## config.mk

```make
export PLATFORM = sky130hd
export DESIGN_NAME = exu_gpr_wb_sched
export DESIGN_NICKNAME = d
export VERILOG_FILES = /design/src/rtl/exu_gpr_wb_sched_pkg.sv /design/src/rtl/exu_gpr_wb_sched_scoreboard.sv /design/src/rtl/exu_gpr_wb_sched.sv
export SDC_FILE = /design/constraint.sdc
export NUM_CORES = 1
export LEC_CHECK = 0
export CELL_PAD_IN_SITES_DETAIL_PLACEMENT = 1
export CELL_PAD_IN_SITES_GLOBAL_PLACEMENT = 1
export CORE_UTILIZATION = 31
export CTS_BUF_LIST = sky130_fd_sc_hd__clkbuf_16
export DETAILED_ROUTE_END_ITERATION = 7
export PLACE_DENSITY = 0.81
export SETUP_SLACK_MARGIN = 0.1
export SLEW_MARGIN = 20
export SYNTH_ARGS = -nofsm -noshare
export SYNTH_HDL_FRONTEND = slang
export SYNTH_SLANG_ARGS = --single-unit
```

## constraint.sdc

```tcl
create_clock -name clk -period 3.4 [get_ports clk]
set_input_delay 0.68 -clock clk [delete_from_list [all_inputs] [get_ports clk]]
set_output_delay 0.68 -clock clk [all_outputs]
set_load 0.01 [all_outputs]
```

## src/rtl/exu_gpr_wb_sched_pkg.sv

```systemverilog
// Shared EXU datapath definitions for the GPR writeback scheduler:
// default widths, load-credit depth and the GPR write-port bundle.
package exu_gpr_wb_sched_pkg;

    localparam int DP_XLEN   = 32;
    localparam int DP_GPR_AW = 5;
    localparam int DP_MAX_LD = 2;

    // One GPR write-port transaction as seen by the register file.
    typedef struct packed {
        logic                 wen;
        logic [DP_GPR_AW-1:0] waddr;
        logic [DP_XLEN-1:0]   wdata;
    } gpr_wr_t;

endpackage

```

## src/rtl/exu_gpr_wb_sched_scoreboard.sv

```systemverilog
// Per-register pending bits for loads in flight. One set port (load
// issue), one clear port (load writeback), and combinational lookups
// for both sources plus the destination (WAW).
module exu_gpr_scoreboard #(
    parameter int GPR_AW = 5
) (
    input  logic                     clk,
    input  logic                     rst_n,
    input  logic                     set_en,
    input  logic [GPR_AW-1:0]        set_addr,
    input  logic                     clr_en,
    input  logic [GPR_AW-1:0]        clr_addr,
    input  logic [GPR_AW-1:0]        rs1,
    input  logic [GPR_AW-1:0]        rs2,
    input  logic [GPR_AW-1:0]        rd,
    output logic                     rs1_pend,
    output logic                     rs2_pend,
    output logic                     rd_pend,
    output logic [(1<<GPR_AW)-1:0]   pend
);

    logic [(1<<GPR_AW)-1:0] pend_q;
    logic [(1<<GPR_AW)-1:0] pend_nxt;

    // Next pending vector: clear on writeback, set on load issue; x0 never pends.
    always_comb begin
        pend_nxt = pend_q;
        if (clr_en) begin
            pend_nxt[clr_addr] = 1'b0;
        end
        if (set_en && set_addr != '0) begin
            pend_nxt[set_addr] = 1'b1;
        end
        pend_nxt[0] = 1'b0;
    end

    // Pending vector register, cleared asynchronously by reset.
    always_ff @(posedge clk or negedge rst_n) begin
        if (!rst_n) begin
            pend_q <= '0;
        end else begin
            pend_q <= pend_nxt;
        end
    end

    assign rs1_pend = pend_q[rs1];
    assign rs2_pend = pend_q[rs2];
    assign rd_pend  = (rd != '0) & pend_q[rd];
    assign pend     = pend_q;

endmodule

```

## src/rtl/exu_gpr_wb_sched.sv

```systemverilog
// Arbitrates the single GPR write port between the execute path and
// LSU load writebacks. The LSU always wins; execute requests stall on
// RAW/WAW against loads in flight, on load-credit exhaustion, and when
// they would need the write port in a cycle the LSU already owns it.
module exu_gpr_wb_sched
    import exu_gpr_wb_sched_pkg::*;
#(
    parameter int XLEN   = DP_XLEN,
    parameter int GPR_AW = DP_GPR_AW,
    parameter int MAX_LD = DP_MAX_LD
) (
    input  logic                          clk,
    input  logic                          rst_n,
    input  logic                          ex_req_vld,
    output logic                          ex_req_rdy,
    output logic                          ex_req_hsk,
    input  logic [GPR_AW-1:0]             ex_rs1,
    input  logic                          ex_rs1_used,
    input  logic [GPR_AW-1:0]             ex_rs2,
    input  logic                          ex_rs2_used,
    input  logic [GPR_AW-1:0]             ex_rd,
    input  logic                          ex_wen,
    input  logic                          ex_is_load,
    input  logic [XLEN-1:0]               ex_wdata,
    input  logic                          lsu_wb_vld,
    output logic                          lsu_wb_rdy,
    input  logic [GPR_AW-1:0]             lsu_wb_addr,
    input  logic [XLEN-1:0]               lsu_wb_data,
    output logic                          gpr_wen,
    output logic [GPR_AW-1:0]             gpr_waddr,
    output logic [XLEN-1:0]               gpr_wdata,
    output logic [$clog2(MAX_LD+1)-1:0]   ld_outstanding
);

    localparam int CNT_W = $clog2(MAX_LD + 1);

    logic                    lsu_hsk;
    logic                    ld_hsk;
    logic                    rs1_pend;
    logic                    rs2_pend;
    logic                    rd_pend;
    logic                    ld_full;
    logic [CNT_W-1:0]        ld_cnt;
    logic [(1<<GPR_AW)-1:0]  pend;
    gpr_wr_t                 wp;

    // Writebacks are never back-pressured; only reset withholds ready.
    assign lsu_wb_rdy = rst_n;
    assign lsu_hsk    = lsu_wb_vld & lsu_wb_rdy;
    assign ld_full    = (ld_cnt == CNT_W'(MAX_LD));

    // Same-cycle RAW with the writeback still stalls: pend clears at the edge.
    assign ex_req_rdy = rst_n
                      & ~(ex_rs1_used & rs1_pend)
                      & ~(ex_rs2_used & rs2_pend)
                      & ~((ex_wen | ex_is_load) & rd_pend)
                      & ~(ex_is_load & ld_full)
                      & ~(ex_wen & lsu_wb_vld);
    assign ex_req_hsk = ex_req_vld & ex_req_rdy;
    assign ld_hsk     = ex_req_hsk & ex_is_load;

    exu_gpr_scoreboard #(
        .GPR_AW (GPR_AW)
    ) u_scoreboard (
        .clk      (clk),
        .rst_n    (rst_n),
        .set_en   (ld_hsk),
        .set_addr (ex_rd),
        .clr_en   (lsu_hsk),
        .clr_addr (lsu_wb_addr),
        .rs1      (ex_rs1),
        .rs2      (ex_rs2),
        .rd       (ex_rd),
        .rs1_pend (rs1_pend),
        .rs2_pend (rs2_pend),
        .rd_pend  (rd_pend),
        .pend     (pend)
    );

    // Write-port mux: LSU first, then an accepted execute write; x0 is never written.
    always_comb begin
        wp = '0;
        if (lsu_hsk && lsu_wb_addr != '0) begin
            wp.wen   = 1'b1;
            wp.waddr = lsu_wb_addr;
            wp.wdata = lsu_wb_data;
        end else if (ex_req_hsk && ex_wen && ex_rd != '0) begin
            wp.wen   = 1'b1;
            wp.waddr = ex_rd;
            wp.wdata = ex_wdata;
        end
    end

    assign gpr_wen   = wp.wen;
    assign gpr_waddr = wp.waddr;
    assign gpr_wdata = wp.wdata;

    // Load credit counter: issue and return in the same cycle cancel out.
    always_ff @(posedge clk or negedge rst_n) begin
        if (!rst_n) begin
            ld_cnt <= '0;
        end else if (ld_hsk && !lsu_hsk) begin
            ld_cnt <= ld_cnt + 1'b1;
        end else if (!ld_hsk && lsu_hsk) begin
            ld_cnt <= ld_cnt - 1'b1;
        end
    end

    assign ld_outstanding = ld_cnt;

    a_wen_and_load : assert property (@(posedge clk) disable iff (!rst_n)
        !(ex_req_vld && ex_wen && ex_is_load));

    a_wb_without_load : assert property (@(posedge clk) disable iff (!rst_n)
        !(lsu_wb_vld && ld_cnt == '0));

    a_wb_not_pending : assert property (@(posedge clk) disable iff (!rst_n)
        !(lsu_wb_vld && lsu_wb_addr != '0 && !pend[lsu_wb_addr]));

endmodule

```

# Word-level counts from Yosys, hierarchy flattened
# Cells that the tools add are included.
# Widths: inputs -> output; s select.
# op_classes
add_sub_neg	2
magnitude_cmp	6
eq_ne	1
n_mux	16
n_bitwise	23
reduce_logical	13
# ops
cell	n
$mux 38	2
$mux 32	2
$and 32x32->32	1
$not 32->32	1
$or 32x32->32	1
$lt 5x6->1 const B	4
$bmux 1 s5	3
$and 1x1->1	14
$demux 1 s5	2
$ge 5x1->1 const B	2
$reduce_bool 5->1	2
$logic_and 1x1->1	8
$mux 1	5
$not 1->1	5
$mux 2	2
$add 2x1->2 const B	1
$eq 2x2->1 const B	1
$logic_not 1->1	2
$reduce_bool 2->1	1
$sub 2x1->2 const B	1
$or 1x1->1	1
# word_totals
ff_bits	33
inputBits	92
output_inout_bits	43
elab_cells	63

# Depth between registers and ports, before layout
# Gate-level depths: netlist of the first run.
# logic_depth
depth_word	15
depth_mapped	13
ltp_nobuf	10

# Modules after synthesis
# Synthesis of the first run repeated with hierarchy kept, for this count alone.
# unflattened
hier_cells	306
area_unflattened_um2	2808.9
# by_module_without_submodules
module	instances	cells_per_inst	area_per_inst_um2
exu_gpr_scoreboard	1	230	2203.4
exu_gpr_wb_sched	1	76	605.6

# Worst setup path after synthesis of the first run
# OpenSTA, ideal clock, no wires.
# synth_timing
path_kind	in2out
startpoint	input port ex_rs2[1]
endpoint	output port gpr_waddr[0]
arrival_time_ps	2671
required_time_ps	2720
path_slack_ps	49
path_stages	8
n_path_buf	2
cell_sequence	clkbuf_1 mux2_2 a221oi_1 nor3_1 o2111ai_2 nand3_4 buf_4 o31ai_1
# synth_via
elab_chain_cells	13
# synth_lines
item	line	rtl
from (decl)	exu_gpr_wb_sched.sv:19	input logic [GPR_AW-1:0] ex_rs2,
$bmux 1 s5	exu_gpr_wb_sched_scoreboard.sv:47	assign rs2_pend = pend_q[rs2];
$mux 1 (implied by the code)	exu_gpr_wb_sched_scoreboard.sv:47	
$and 1x1->1	exu_gpr_wb_sched.sv:55	& ~(ex_rs2_used & rs2_pend)
$not 1->1	exu_gpr_wb_sched.sv:55	
$and 1x1->1	exu_gpr_wb_sched.sv:55	
$and 1x1->1	exu_gpr_wb_sched.sv:56	& ~((ex_wen | ex_is_load) & rd_pend)
$and 1x1->1	exu_gpr_wb_sched.sv:57	& ~(ex_is_load & ld_full)
$and 1x1->1	exu_gpr_wb_sched.sv:58	& ~(ex_wen & lsu_wb_vld);
$and 1x1->1	exu_gpr_wb_sched.sv:59	assign ex_req_hsk = ex_req_vld & ex_req_rdy;
$logic_and 1x1->1 (2 in a row)	exu_gpr_wb_sched.sv:87	end else if (ex_req_hsk && ex_wen && ex_rd != '0) begin
$mux 38	exu_gpr_wb_sched.sv:87	
$mux 38	exu_gpr_wb_sched.sv:83	if (lsu_hsk && lsu_wb_addr != '0) begin
to (decl)	exu_gpr_wb_sched.sv:30	output logic [GPR_AW-1:0] gpr_waddr,
# Every way passes these cells. The select of a mux whose other input is x is not followed.

# Worst setup path in the final report of the first run
# layout_timing
startpoint	input port ex_rd[1]
endpoint	output port gpr_wdata[15]
# layout_via
elab_chain_cells	13
word_cells_on_any_way	14
# layout_lines
item	line	rtl
from (decl)	exu_gpr_wb_sched.sv:21	input logic [GPR_AW-1:0] ex_rd,
$bmux 1 s5	exu_gpr_wb_sched_scoreboard.sv:48	assign rd_pend = (rd != '0) & pend_q[rd];
$mux 1 (implied by the code)	exu_gpr_wb_sched_scoreboard.sv:48	
$and 1x1->1	exu_gpr_wb_sched_scoreboard.sv:48	
$and 1x1->1	exu_gpr_wb_sched.sv:56	
$not 1->1	exu_gpr_wb_sched.sv:56	
$and 1x1->1	exu_gpr_wb_sched.sv:56	
$and 1x1->1	exu_gpr_wb_sched.sv:57	
$and 1x1->1	exu_gpr_wb_sched.sv:58	
$and 1x1->1	exu_gpr_wb_sched.sv:59	
$logic_and 1x1->1	exu_gpr_wb_sched.sv:87	
$logic_and 1x1->1 (*)	exu_gpr_wb_sched.sv:87	
$mux 38 (*)	exu_gpr_wb_sched.sv:87	
$mux 38 (*)	exu_gpr_wb_sched.sv:83	
to (decl)	exu_gpr_wb_sched.sv:31	output logic [XLEN-1:0] gpr_wdata,
# Every way passes the cells marked *; elsewhere a longest branch is shown, timed or not. The select of a mux whose other input is x is not followed.

==> impl_metrics.ini, run 1 <==
[drt]
routed_wl_mm = 21.58
via_per_inst = 6.505
vias = 4846
drc = 0
firstDrtPassIters = 5
postRouteAntennaNets = 0
drt_iter0_markers = 448
wl_per_cell_um = 28.97

[setup_path]
crit_arrival_ps = 2980
r2r_slack_ps = 130
cp_max_fo = 4
critical_path.slowest_cell = or3_1
critPathBufInv = 7
endpoint_kind = primary output
cp-startpoint = ex_rd[1]
r2r-start = u_scoreboard.pend[21]$_DFF_PN0_
worst_path_most_repeated_cell = buf_12
cp_top_family = buffers and inverters
cp.required_ps = 2720
crit_path_max_incr_delay_ps = 410
path_cells = buf_12, buf_12, buf_8, mux2i_4, nor2_1, or3_1, nor4_2, buf_4, nor3_4, buf_6, clkbuf_16, o31ai_4, buf_2
critical_path_class = in -> out
cp-start-kind = input port

[floorplanning]
coreArea_um2 = 10370
io_pins = 135
rows = 37
chipWidth_um = 105.8
die-area_um2 = 11200
start_util_pct = 32.23
fp.dieH_um = 105.8

[synth]
yosys_warnings = 0
synth_top_area_share_pct = 24.71
yosysSeqAreaShare_pct = 24.71
synth_edf_count = 0
avgSynthCellArea_um2 = 8.171
synth_cells = 409
synth-seq-cells = 33
synthArstFlopShare_pct = 100.0
netlist_area_um2 = 3342
yosys-top-cells-area = dfrtp_1 25%, o31ai_1 14%, nand2_1 10%
synth_cell_type_count = 48
synth.net_count = 502
yosysMostFrequentCell = nand2_1
synth_largest_area_cell = dfrtp_1
dominantRegCellSynth = dfrtp_1
ys_top_cells_by_count = 93 x nand2_1, 62 x o31ai_1, 35 x o21ai_0, 33 x dfrtp_1, 21 x clkbuf_1

[worst_hold_path]
hold_class = reg -> reg
min-delay-start = ld_outstanding[1]$_DFFE_PN0P_

[sta]
fin_crit_ps = 3659
fin_skew_ps = 9.437
fin_worst_hold_slack_ps = 556.5
slew_headroom_pct = 60.15
maxSlewViolCount = 0
max_freq_mhz = 273.3
hold_viol = 0
rsz0062_at_grt = true
setup_ws_ps = -259.4
finalSetupViolCount = 40
max_slew.worst_pin.slew_ps = 593.2
fin_crit_sh_pct = 107.6
finalSetupTns_ps = -7624

[clock_tree]
htree_levels = 2
cts_sinks = 33
cts_buffers = 5
cts_root_buf = clkbuf_16
cts_tree = yes
cts_buffer_depth = 2
insertion_delay_ps = 290
clk_pin_slew_ps = 60
cts_hold_buf = 0

[power_and_ir_drop]
p_leak_nw = 2.491
power_density_nw_per_um2 = 340.5
ir_drop_mv = 0.1634

[place]
placed_area_um2 = 5218
place.gp.congestion = 0.8626
hpwlAfterDp_mm = 11.14
io_buffers = 134
dp_slack_ps = -1082

[global_route]
grt_max_degree = 35
grt_overflow_total = 0
antenna_found_initial = 2
first_global_vias = 5092
grt_first_pass_wirelength_mm = 29.34
grtUsageTotal_pct = 34.34

[status]
outcome = complete, but fails checks
violations = setup timing

[finish]
final_nets = 699
drive_gt1_share_pct = 41.68
final_area_um2 = 6331
utilization_pct = 61.05
area_delta_synth_final_pct = 89.44
fillCellCount = 1160

[run]
max_cap_violations = 0
## cells by family after synthesis
family	count (synthesis)	share of synthesized area, %
and+or+nand+nor	174	25.76
AOI/OAI and AO/OA	118	24.97
buffers and inverters	44	7.189
muxes	36	16.21
DFF	33	24.71
xor gates and xnor gates	3	0.7864
adders and majority gates	1	0.3743
## path summary, 6_finish.rpt
check	end	depth (start not counted)
setup / recovery	gpr_wdata[15]	13
hold / removal	ld_outstanding[1]$_DFFE_PN0P_	1
setup reg to reg	ld_outstanding[1]$_DFFE_PN0P_	11
hold reg to reg	ld_outstanding[1]$_DFFE_PN0P_	1
max in group asynchronous	u_scoreboard.pend[31]$_DFF_PN0_	3
min in group asynchronous	u_scoreboard.pend[4]$_DFF_PN0_	3
## per-stage QoR
stage                     std cells  total power, mW
after floorplan                 409           0.8477
after global placement          705            1.223
after CTS                       735            1.947
after detailed placement        705            1.251
after global routing            744            2.199
final                           745            2.156
## layout by cell type, fill, tap and decap left out, types with 8 or more instances in the layout
cell	instances
o31ai_1	28
buf_12	9
mux4_2	14
o31ai_4	31
dfrtp_1	33
o21ai_0	35
buf_6	21
buf_4	62
clkdlybuf4s50_1	83
nand3_1	11
nor2_1	9
buf_2	42
mux2i_1	15
nand3b_1	8
nand2_1	91
or3_1	10
## registers in the layout, summed over array words and instances, names as in the netlist
| register | cells |
|---|---|
| ld_outstanding | 2 |
| u_scoreboard.pend | 31 |
## cell type report
type / count / area, µm² / share of cell area [%]
Tap cell: 136 / 170.2 / 2.688
Inverter: 2 / 7.507 / 0.1186
Clock inverter: 3 / 37.54 / 0.5929
Multi-Input combinational cell: 332 / 2924 / 46.19
Sequential cell: 33 / 825.8 / 13.04
Antenna cell: 2 / 5.005 / 0.07905
Timing Repair Buffer: 232 / 2236 / 35.32
Clock buffer: 5 / 125.1 / 1.976
## power by group
part / switching, mW / internal, mW / total (mW) / leakage, nW
clock: 0.186 / 0.341 / 0.527 / 0.0827
combinational: 0.548 / 0.530 / 1.08 / 1.96
sequential: 0.0998 / 0.450 / 0.550 / 0.446
total: 0.834 / 1.32 / 2.16 / 2.49
## metal layers
layer / part of all wire [%] / routed length (µm) / vias up / global-route usage, %
met5: 0 / 0 / - / 0
met4: 6.8 / 1458 / 0 / 17.86
met3: 9.1 / 1958 / 155 / 5.566
met2: 48 / 10460 / 409 / 58.26
met1: 36 / 7701 / 2342 / 41.72
li1: - / - / 1940 / -
## repair_timing
action | 4_1_cts | 5_1_grt
pin swaps | 39 | 30
gates resized for setup | 303 | 59
cloned | 7 | 2
buffers inserted | 17 | 7
hold endpoints to repair | 0 | 0
endpoints found under the setup margin | 43 | 44
Power figures use the tool's default switching activity.
==> run 2, diff against run 1 <==
--- a/config.mk
+++ b/config.mk
@@ -7,6 +7,7 @@
 export LEC_CHECK = 0
 export CELL_PAD_IN_SITES_DETAIL_PLACEMENT = 1
 export CELL_PAD_IN_SITES_GLOBAL_PLACEMENT = 1
+export CORE_MARGIN = 10
 export CORE_UTILIZATION = 31
 export CTS_BUF_LIST = sky130_fd_sc_hd__clkbuf_16
 export DETAILED_ROUTE_END_ITERATION = 7
==> run 2 against run 1 <==
The flow still finishes with violations (setup timing). Global-route usage down 5.8 points. Cell area up 1.8%. Non-clock buffer count up 13. Critical path type unchanged.
==> impl_metrics.ini, run 2 (same netlist as run 1, synthesis figures left out) <==
[status]
outcome = complete, but fails checks
violations = setup timing

[sta]
max_freq_mhz = 271.7
setup_ws_ps = -279.9
fin_crit_ps = 3680
finalSetupViolCount = 40
slew_headroom_pct = 67.39
fin_skew_ps = 9.658
hold_viol = 0
rsz0062_at_grt = true
max_slew.worst_pin.slew_ps = 489.1
fin_worst_hold_slack_ps = 580.1
maxSlewViolCount = 0
fin_crit_sh_pct = 108.2

[setup_path]
endpoint_kind = primary output
crit_arrival_ps = 3000
cp-start-kind = input port
cp.required_ps = 2720
cp_max_fo = 6
critical_path_class = in -> out

[drt]
vias = 4938
via_per_inst = 6.532
routed_wl_mm = 24.16
wl_per_cell_um = 31.96
drt_iter0_markers = 596
firstDrtPassIters = 5
drc = 0
postRouteAntennaNets = 0

[finish]
final_common_cell = nand2_1
drive_gt1_share_pct = 41.61
final_area_um2 = 6447
layout_common_cells = 93 x nand2_1, 82 x clkdlybuf4s50_1, 76 x buf_4, 39 x buf_2, 34 x o21ai_0
final_nets = 712
diodes = 0
area_delta_synth_final_pct = 92.92
largest_register_ffs = 31

[power_and_ir_drop]
ir_drop_mv = 0.2147
power_density_nw_per_um2 = 340.9
p_comb_share_pct = 51.0
total_power_mw = 2.198
p_int_mw = 1.343
clockPowerShare_pct = 24.3
switchingPower_mw = 0.8550
seqPwrFrac_pct = 24.8
p_leak_nw = 2.574
p_sw_share_pct = 38.91

[floorplanning]
coreArea_um2 = 10420
rows = 37
chipWidth_um = 123.8
start_util_pct = 32.08
fp.dieH_um = 123.8
io_pins = 135
die-area_um2 = 15330

[run]
max_cap_violations = 0

[worst_hold_path]
hold_class = reg -> reg

[global_route]
antenna_found_initial = 0
grt_overflow_total = 0
grt_max_degree = 35
grtUsageTotal_pct = 28.53
first_global_vias = 5277
grt_first_pass_wirelength_mm = 33.23

[place]
io_buffers = 134
place.gp.congestion = 0.8987
placed_area_um2 = 5238
hpwlAfterDp_mm = 12.90

[clock_tree]
clk_pin_slew_ps = 60
cts_tree = yes
htree_levels = 2
cts_buffers = 5
insertion_delay_ps = 290
cts_sinks = 33
cts_buffer_depth = 2
cts_root_buf = clkbuf_16
==> run 2: cell types whose count changed in the layout (fill, tap and decap cells not counted), sizes merged <==
cell,delta
dlymetal6s2s,+1
diode,-2
dlygate4sd2,+1
clkbuf,-3
buf,+15
clkdlybuf4s50,-1
==> run 2: layer usage <==
metal  track usage, %  wire length [µm]
met1            32.92              8680
met5                0                 0
met3            4.751              2169
met4            16.23              1488
met2            49.04             11820
==> run 2: worst paths after layout <==
kind                                                      start                              to  slack, ps  cells after the start
worst min-delay path              ld_outstanding[1]$_DFFE_PN0P_   ld_outstanding[1]$_DFFE_PN0P_        580                      1
min in group asynchronous                                 rst_n   ld_outstanding[0]$_DFFE_PN0P_        820                      3
worst max register to register  u_scoreboard.pend[21]$_DFF_PN0_   ld_outstanding[1]$_DFFE_PN0P_        250                     13
worst min register to register    ld_outstanding[1]$_DFFE_PN0P_   ld_outstanding[1]$_DFFE_PN0P_        580                      1
max in group asynchronous                                 rst_n  u_scoreboard.pend[9]$_DFF_PN0_       2210                      3
worst max-delay path                                  ex_rs1[1]                   gpr_wdata[20]       -280                     11
==> run 2: layout make-up <==
type | count | area [µm²]
clock buffer | 5 | 125.1
clock inverter | 3 | 37.54
tap | 136 | 170.2
inverter | 2 | 7.507
sequential | 33 | 825.8
timing repair buffer | 245 | 2400
fill | 1137 | 3969
multi-input combinational | 332 | 2882
==> run 2: critical path, stage by stage <==
cell and delay, ps:
buf_6 70, buf_8 110, mux4_2 520, mux4_2 490, nand3_2 110, nand3_4 110, buf_12 180, buf_12 130
buf_16 140, o31ai_4 250, buf_2 190
==> run 2: through the flow <==
stage | TNS, ps | std cells | util [%] | worst slack, ps
6_report | -6786 | 756 | 61.90 | -279.9
5_1_grt | -9037 | 756 | 61.90 | -347.8
4_1_cts | -4316 | 749 | 59.63 | -168.9
3_5_place_dp | -39360 | 711 | 50.28 | -1034
3_3_place_gp | -34610 | 711 | 50.28 | -915.8
2_1_floorplan | 0 | 409 | - | 107.9
==> run 2: what timing repair did <==
item,CTS,global route
buffers inserted,20,7
cloned,11,0
gates resized for setup,338,38
endpoints found under the setup margin,42,42
pin swaps,49,15
hold buffers,0,0
==> run 2: power groups by stage <==
stage	Clock [mW]	Sequential [mW]	Combinational, mW
3_3_place_gp	0	0.521	0.706
6_report	0.533	0.545	1.12
5_1_grt	0.556	0.544	1.16
3_5_place_dp	0	0.527	0.735
4_1_cts	0.517	0.524	0.990
2_1_floorplan	0	0.503	0.345
